<file path="src/rtl/fetch_stage.sv">
// Instruction-fetch stage: owns the PC, addresses the combinational ROM and
// registers the fetched word into IF/ID; handles stall, redirect and halt.
module fetch_stage #(
  parameter int          ADDR_W     = 5,
  parameter logic [31:0] RESET_PC   = 32'h0000_0000,
  parameter logic [31:0] HALT_INSTR = 32'hFFFF_FFFF,
  parameter logic [31:0] NOP_INSTR  = 32'h0000_0013
) (
  input  logic              clk,
  input  logic              rst_n,
  input  logic              stall,
  input  logic              redirect,
  input  logic [31:0]       redirect_pc,
  output logic [ADDR_W-1:0] rom_addr,
  input  logic [31:0]       rom_instr,
  output logic [31:0]       if_id_pc,
  output logic [31:0]       if_id_pc4,
  output logic [31:0]       if_id_instr,
  output logic              if_id_valid,
  output logic              halted,
  output logic [31:0]       fetch_count
);

  typedef enum logic {RUN, HALTED} state_t;

  state_t      r_state, w_state_nxt;
  logic [31:0] r_pc, w_pc_nxt, w_pc_plus4;
  logic [31:0] r_ifid_pc, r_ifid_pc4, r_ifid_instr;
  logic [31:0] w_ifid_pc_nxt, w_ifid_pc4_nxt, w_ifid_instr_nxt;
  logic        r_ifid_valid, w_ifid_valid_nxt;
  logic [31:0] r_fetch_count, w_fetch_count_nxt;

  assign w_pc_plus4 = r_pc + 32'd4;
  // Only the word-index bits reach the ROM, so fetch wraps every 2^ADDR_W words.
  assign rom_addr   = r_pc[ADDR_W+1:2];

  always_comb begin
    w_state_nxt       = r_state;
    w_pc_nxt          = r_pc;
    w_ifid_pc_nxt     = r_ifid_pc;
    w_ifid_pc4_nxt    = r_ifid_pc4;
    w_ifid_instr_nxt  = r_ifid_instr;
    w_ifid_valid_nxt  = r_ifid_valid;
    w_fetch_count_nxt = r_fetch_count;
    if (redirect) begin
      // A halt seen on the wrong path is discarded by the redirect.
      w_pc_nxt         = redirect_pc & ~32'd3;
      w_ifid_instr_nxt = NOP_INSTR;
      w_ifid_valid_nxt = 1'b0;
      w_state_nxt      = RUN;
    end else if (!stall) begin
      if (r_state == RUN) begin
        w_ifid_pc_nxt     = r_pc;
        w_ifid_pc4_nxt    = w_pc_plus4;
        w_ifid_instr_nxt  = rom_instr;
        w_ifid_valid_nxt  = 1'b1;
        w_fetch_count_nxt = r_fetch_count + 32'd1;
        if (rom_instr == HALT_INSTR) begin
          w_state_nxt = HALTED;
        end else begin
          w_pc_nxt = w_pc_plus4;
        end
      end else begin
        w_ifid_instr_nxt = NOP_INSTR;
        w_ifid_valid_nxt = 1'b0;
      end
    end
  end

  always_ff @(posedge clk) begin
    if (!rst_n) begin
      r_state       <= RUN;
      r_pc          <= RESET_PC;
      r_ifid_pc     <= 32'd0;
      r_ifid_pc4    <= 32'd0;
      r_ifid_instr  <= NOP_INSTR;
      r_ifid_valid  <= 1'b0;
      r_fetch_count <= 32'd0;
    end else begin
      r_state       <= w_state_nxt;
      r_pc          <= w_pc_nxt;
      r_ifid_pc     <= w_ifid_pc_nxt;
      r_ifid_pc4    <= w_ifid_pc4_nxt;
      r_ifid_instr  <= w_ifid_instr_nxt;
      r_ifid_valid  <= w_ifid_valid_nxt;
      r_fetch_count <= w_fetch_count_nxt;
    end
  end

  assign if_id_pc    = r_ifid_pc;
  assign if_id_pc4   = r_ifid_pc4;
  assign if_id_instr = r_ifid_instr;
  assign if_id_valid = r_ifid_valid;
  assign halted      = (r_state == HALTED);
  assign fetch_count = r_fetch_count;

endmodule

</file>
<file path="config.mk">
export PLATFORM = sky130hd
export DESIGN_NAME = fetch_stage
export DESIGN_NICKNAME = d
export VERILOG_FILES = /design/src/rtl/fetch_stage.sv
export SDC_FILE = /design/constraint.sdc
export NUM_CORES = 1
export LEC_CHECK = 0
export ABC_AREA = 0
export CAP_MARGIN = 10
export CORE_UTILIZATION = 47
export CTS_CLUSTER_DIAMETER = 50
export DETAILED_ROUTE_END_ITERATION = 8
export PLACE_DENSITY = 0.79
export RECOVER_POWER = 25
export SKIP_LAST_GASP = 1
export SYNTH_ARGS = -nofsm -noshare
export SYNTH_HDL_FRONTEND = slang
export SYNTH_SLANG_ARGS = --single-unit
</file>
<file path="constraint.sdc">
create_clock -name clk -period 2.7 [get_ports clk]
set_input_delay 0.675 -clock clk [delete_from_list [all_inputs] [get_ports clk]]
set_output_delay 0.675 -clock clk [all_outputs]
set_load 0.005 [all_outputs]
</file>
## Yosys cells after proc, flatten, opt, wreduce, memory -nomap -nowiden

Cells that the tools add are included.

| cells by class | value |
|---|---|
| bitwise gates (word level) | 5 |
| reductions and logical operators | 4 |
| multiplexer cells | 8 |
| equal/unequal tests | 4 |
| add/subtract/negate cells | 2 |
| shift-type cells | 0 |
| divide/modulo/power cells | 0 |
| magnitude comparators | 0 |
| multipliers | 0 |

Operators with widths:

| cell | count |
|---|---|
| $mux 32 | 5 |
| $add 32x1->32 const B | 1 |
| $add 32x3->32 const B | 1 |
| $eq 32x32->1 const B | 1 |
| $reduce_and 3->1 | 3 |
| $not 1->1 | 5 |
| $ne 2x2->1 const B | 2 |
| $mux 1 | 3 |
| $ne 2x1->1 const B | 1 |
| $reduce_or 2->1 | 1 |

| storage, ports and cells | value |
|---|---|
| register bits after elaboration | 162 |
| memories | 0 |
| output and inout bits | 135 |
| word-level logic and storage cells | 31 |
| input bits | 68 |
| memory bits (writable) | 0 |
| latch bits | 0 |
| ROM bits | 0 |

## Depth between registers and ports, before layout

Gate-level depths: netlist of run 1.

| depth | value |
|---|---|
| word-level depth | 5 |
| mapped depth | 7 |

## Worst setup path before layout of run 1

OpenSTA, ideal clock, no wires.

| path | value |
|---|---|
| kind | input port to flip-flop |
| start | in stall |
| end | reg r_fetch_count[30], in the netlist fetch_count[30] |
| setup slack | 0.465 ns |
| arrival time | 2.165 ns |
| buffers on the path | 1 |
| setup time | 0.071 ns |
| stages on the path | 6 |
| data required time | 2.629 ns |
| cells stage by stage | buf_2 nor4b_2 nand4_1 or3_1 or3_1 a21oi_1 |

| on the way | value |
|---|---|
| word-level cells in the longest chain between the ends | 2 |

RTL lines:

| item | line | text |
|---|---|---|
| start: declaration | 11 | `input logic stall,` |
| $not 1->1 (no source line) | - |  |
| $reduce_and 3->1 (no source line) | - |  |
| end signal: assignment | 86 | `r_fetch_count <= w_fetch_count_nxt;` |
| end: declaration | 31 | `logic [31:0] r_fetch_count, w_fetch_count_nxt;` |

No other way between the ends.
A chain may end at the register's enable or synchronous reset.

## Worst setup path after layout of run 1

| path | value |
|---|---|
| start | in redirect |
| end | reg r_fetch_count[25], in the netlist fetch_count[25] |

| on the way | value |
|---|---|
| word-level cells in the longest chain between the ends | 2 |

RTL lines:

| item | line | text |
|---|---|---|
| start: declaration | 12 | `input logic redirect,` |
| $not 1->1 (no source line) | - |  |
| $reduce_and 3->1 (no source line) | - |  |

No other way between the ends.

==> impl_metrics.toml, run 1 <==
[cts]
htreeDepth = 4
insertion_delay_ns = 0.42
postCtsSetupRepairBufs = 0
clkTransAtPathRegs_ns = 0.06
cts_buffer_depth = 2
cts.sinks = 156
postCtsHoldBufs = 0
cts_tree = "built"
cts_resized = 0
cts_made_buffers = 17
cts_root_buffer = "clkbuf_16"

[flow_run]
maxCapViolations = 0

[floorplan]
floorplan.die_area_sq_mm = 0.0150
fp.coreArea_sq_mm = 0.0140
io_pins = 203
chipWidth_um = 122
start_util_pct = 48.7
rows = 43
dieHeight_um = 122

[synthesis]
yosys_warnings = 0
syn_inst = 807
synth_common_cells = "dfxtp_1 (156), nand2_1 (99), nor2_1 (75)"
synth_top_area_share_pct = 45.9
synth-simple-area-share_pct = 21.9
synth_top_family_by_area = "simple AND/OR/NAND/NOR gates"
synth_cell_types = 56
yosysTopAreaCell = "dfxtp_1"
synth_most_common_cell = "dfxtp_1"
synth.avg_cell_area_sq_um = 8.44
muxShareOfSynthArea_pct = 0.809
synth_top_cells_by_area = "dfxtp_1 (46%), nand2_1 (5.5%), a21oi_1 (5.1%)"
synthAdderAreaFrac_pct = 0.368
ys.flop_type = "dfxtp_1"
yosys.area_share.xor_xnor_pct = 6.95
async_flop_share_pct = 0
ys_seq_elements = 156
synth_seq_area_share_pct = 45.9
synth_area_sq_mm = 0.00681
synth_edf_count = 0
synth_compound_area_share_pct = 18.4

[finish]
fin_nets = 1071
drive_above_1_share_pct = 9.48
syn2layout_area_growth_pct = 40.8
num_antenna_cells = 0
nFillCells = 1165
fin_area_sq_mm = 0.00959

[setup_path]
r2r_end = "r_pc[23]$_SDFFE_PN0P_"
crit_arrival_ns = 2.71
end_kind = "register"
rr_startpoint = "r_pc[6]$_SDFFE_PN0P_"
cp_max_fo = 15
crit_required_ns = 2.98
start_kind = "input pin"
path_class = "input pin to register"
reg2reg_depth = 5
reg2reg_slack_ns = 0.47

[power_and_ir_drop]
p_total_uw = 5220
ir_drop_mv = 0.392
power_density_mw_per_mm2 = 545
p_leak_uw = 0.00329

[timing]
grt_setup_unrepaired = "false"
post-route-period-util_pct = 89.9
finalSetupViolations = 0
finClkSkew_ns = 0.00660
fmax_mhz = 412
tightest_slew_ns = 0.722
hold_viol = 0
relSlewSlack_pct = 51.9
slew_violations = 0
period_minus_slack_ns = 2.43

[drt]
drtAntennaViolNets = 0
wirelength_um = 19100
vias = 6690
viasPerCell = 5.61
drt_iter0_drc = 501
firstDrtPassIters = 5
wl_per_cell_um = 16.0
drc = 0

[grt]
grt_pass1_vias = 6092
antenna_found_initial = 0
grt_max_degree = 70
track_usage_pct = 25.7
grt_pass1_wl_um = 30200
grt-ovfl-total = 0

[min_path]
hp-class = "register to register"
whs_path_depth = 2
hold_start = "if_id_pc[13]$_SDFFE_PN0P_"
worstHoldEndpoint = "if_id_pc[13]$_SDFFE_PN0P_"

[placed_design]
place_area_sq_mm = 0.00909
io_buffers = 196
gp_congestion = 0.819
hpwl_um = 13300

[status]
status = "finished clean"
layer usage:
layer / track usage [%] / routed length (um)
met5: 0 / 0
met1: 32.7 / 8330
met4: 10.5 / 491
met2: 41.6 / 9030
met3: 6.18 / 1260
through the flow:
stage	hold slack [ns]	utilization, %	setup slack (ns)	std cells	TNS (ns)
floorplan	0.453	-	0.465	810	0
CTS	0.456	68.8	0.333	1193	0
global route	0.471	68.5	0.153	1193	0
finish	0.449	68.5	0.273	1193	0
global placement	0.443	65.0	-0.0661	1162	-0.429
detailed placement	0.448	65.0	-0.0677	1162	-0.511
state kept, by name, indices dropped and copies added, names as in the netlist:
name and count:
if_id_pc4 30, if_id_instr 32, halted 1, if_id_pc 30
r_pc 30, fetch_count 32, if_id_valid 1
placed cells by master, fill, tap and decap left out, types with 5 or more instances in the layout:
cell,netlist,final
nor2_1,75,74
nand2_1,99,99
xnor2_1,36,36
buf_4,11,41
clkinv_2,0,6
nor3_1,13,13
a311oi_1,5,5
nand4_1,25,25
o21a_1,6,6
inv_1,14,14
dlygate4sd3_1,0,13
a21oi_1,69,68
nand3_1,24,24
a22oi_1,30,30
or2_2,5,5
a32oi_1,7,7
clkbuf_1,46,5
a31oi_1,12,12
or3_1,19,19
a211oi_1,18,18
clkbuf_16,0,17
clkdlybuf4s50_1,0,183
o21ai_0,32,32
dfxtp_1,156,156
nor4_1,14,14
xor2_1,18,18
and4_1,5,5
layout make-up:
class | instances | area (sq um) | share of cell area [%]
Clock buffer | 24 | 492 | 5.13
Clock inverter | 7 | 38.8 | 0.405
Inverter | 15 | 56.3 | 0.587
Multi-Input combinational cell | 566 | 3310 | 34.6
Sequential cell | 156 | 3120 | 32.6
Tap cell | 180 | 225 | 2.35
Timing Repair Buffer | 245 | 2340 | 24.4
critical path: stages:
cell	delay, ns
dlygate4sd3_1	0.57
buf_4	0.16
nor3_1	0.13
clkbuf_2	0.29
nand4_1	0.12
buf_4	0.20
nor4_1	0.33
xnor2_1	0.18
nor2_1	0.05
how the worst max path moves through the flow:
| stage | start | endpoint | cells past startpoint |
|---|---|---|---|
| after global placement | rom_instr[20] | r_pc[23]$_SDFFE_PN0P_ | 9 |
| after global routing | redirect | fetch_count[25]$_SDFFE_PN0P_ | 9 |
| final | redirect | fetch_count[25]$_SDFFE_PN0P_ | 9 |
| after floorplan | stall | fetch_count[30]$_SDFFE_PN0P_ | 6 |
| after CTS | rom_instr[16] | r_pc[23]$_SDFFE_PN0P_ | 9 |
| after detailed placement | rom_instr[16] | r_pc[23]$_SDFFE_PN0P_ | 9 |
power by group:
part	internal, uW	total, uW	switching, uW
Clock	1260	2170	904
Sequential	2390	2460	73.2
Combinational	316	594	278
cell families after synthesis:
| family | count (synthesis) |
|---|---|
| and+or+nand+nor | 304 |
| AOI/OAI and AO/OA | 197 |
| DFF | 156 |
| buffers and inverters | 88 |
| xor gates and xnor gates | 54 |
| muxes | 5 |
| adders and majority gates | 2 |
| other | 1 |
Note: power is estimated with default switching activity, not from simulation.
==> run 2: changes to the inputs <==
--- a/config.mk
+++ b/config.mk
@@ -5,7 +5,6 @@
 export SDC_FILE = /design/constraint.sdc
 export NUM_CORES = 1
 export LEC_CHECK = 0
-export ABC_AREA = 0
 export CAP_MARGIN = 10
 export CORE_UTILIZATION = 47
 export CTS_CLUSTER_DIAMETER = 50
==> results of run 2 <==
No change in the layout: final DEF, timing and power equal those of run 1.
==> run 3: changes to the inputs <==
--- a/config.mk
+++ b/config.mk
@@ -15,3 +15,4 @@
 export SYNTH_ARGS = -nofsm -noshare
 export SYNTH_HDL_FRONTEND = slang
 export SYNTH_SLANG_ARGS = --single-unit
+export TNS_END_PERCENT = 1
==> results of run 3 <==
No change in the layout: final DEF, timing and power equal those of run 1.
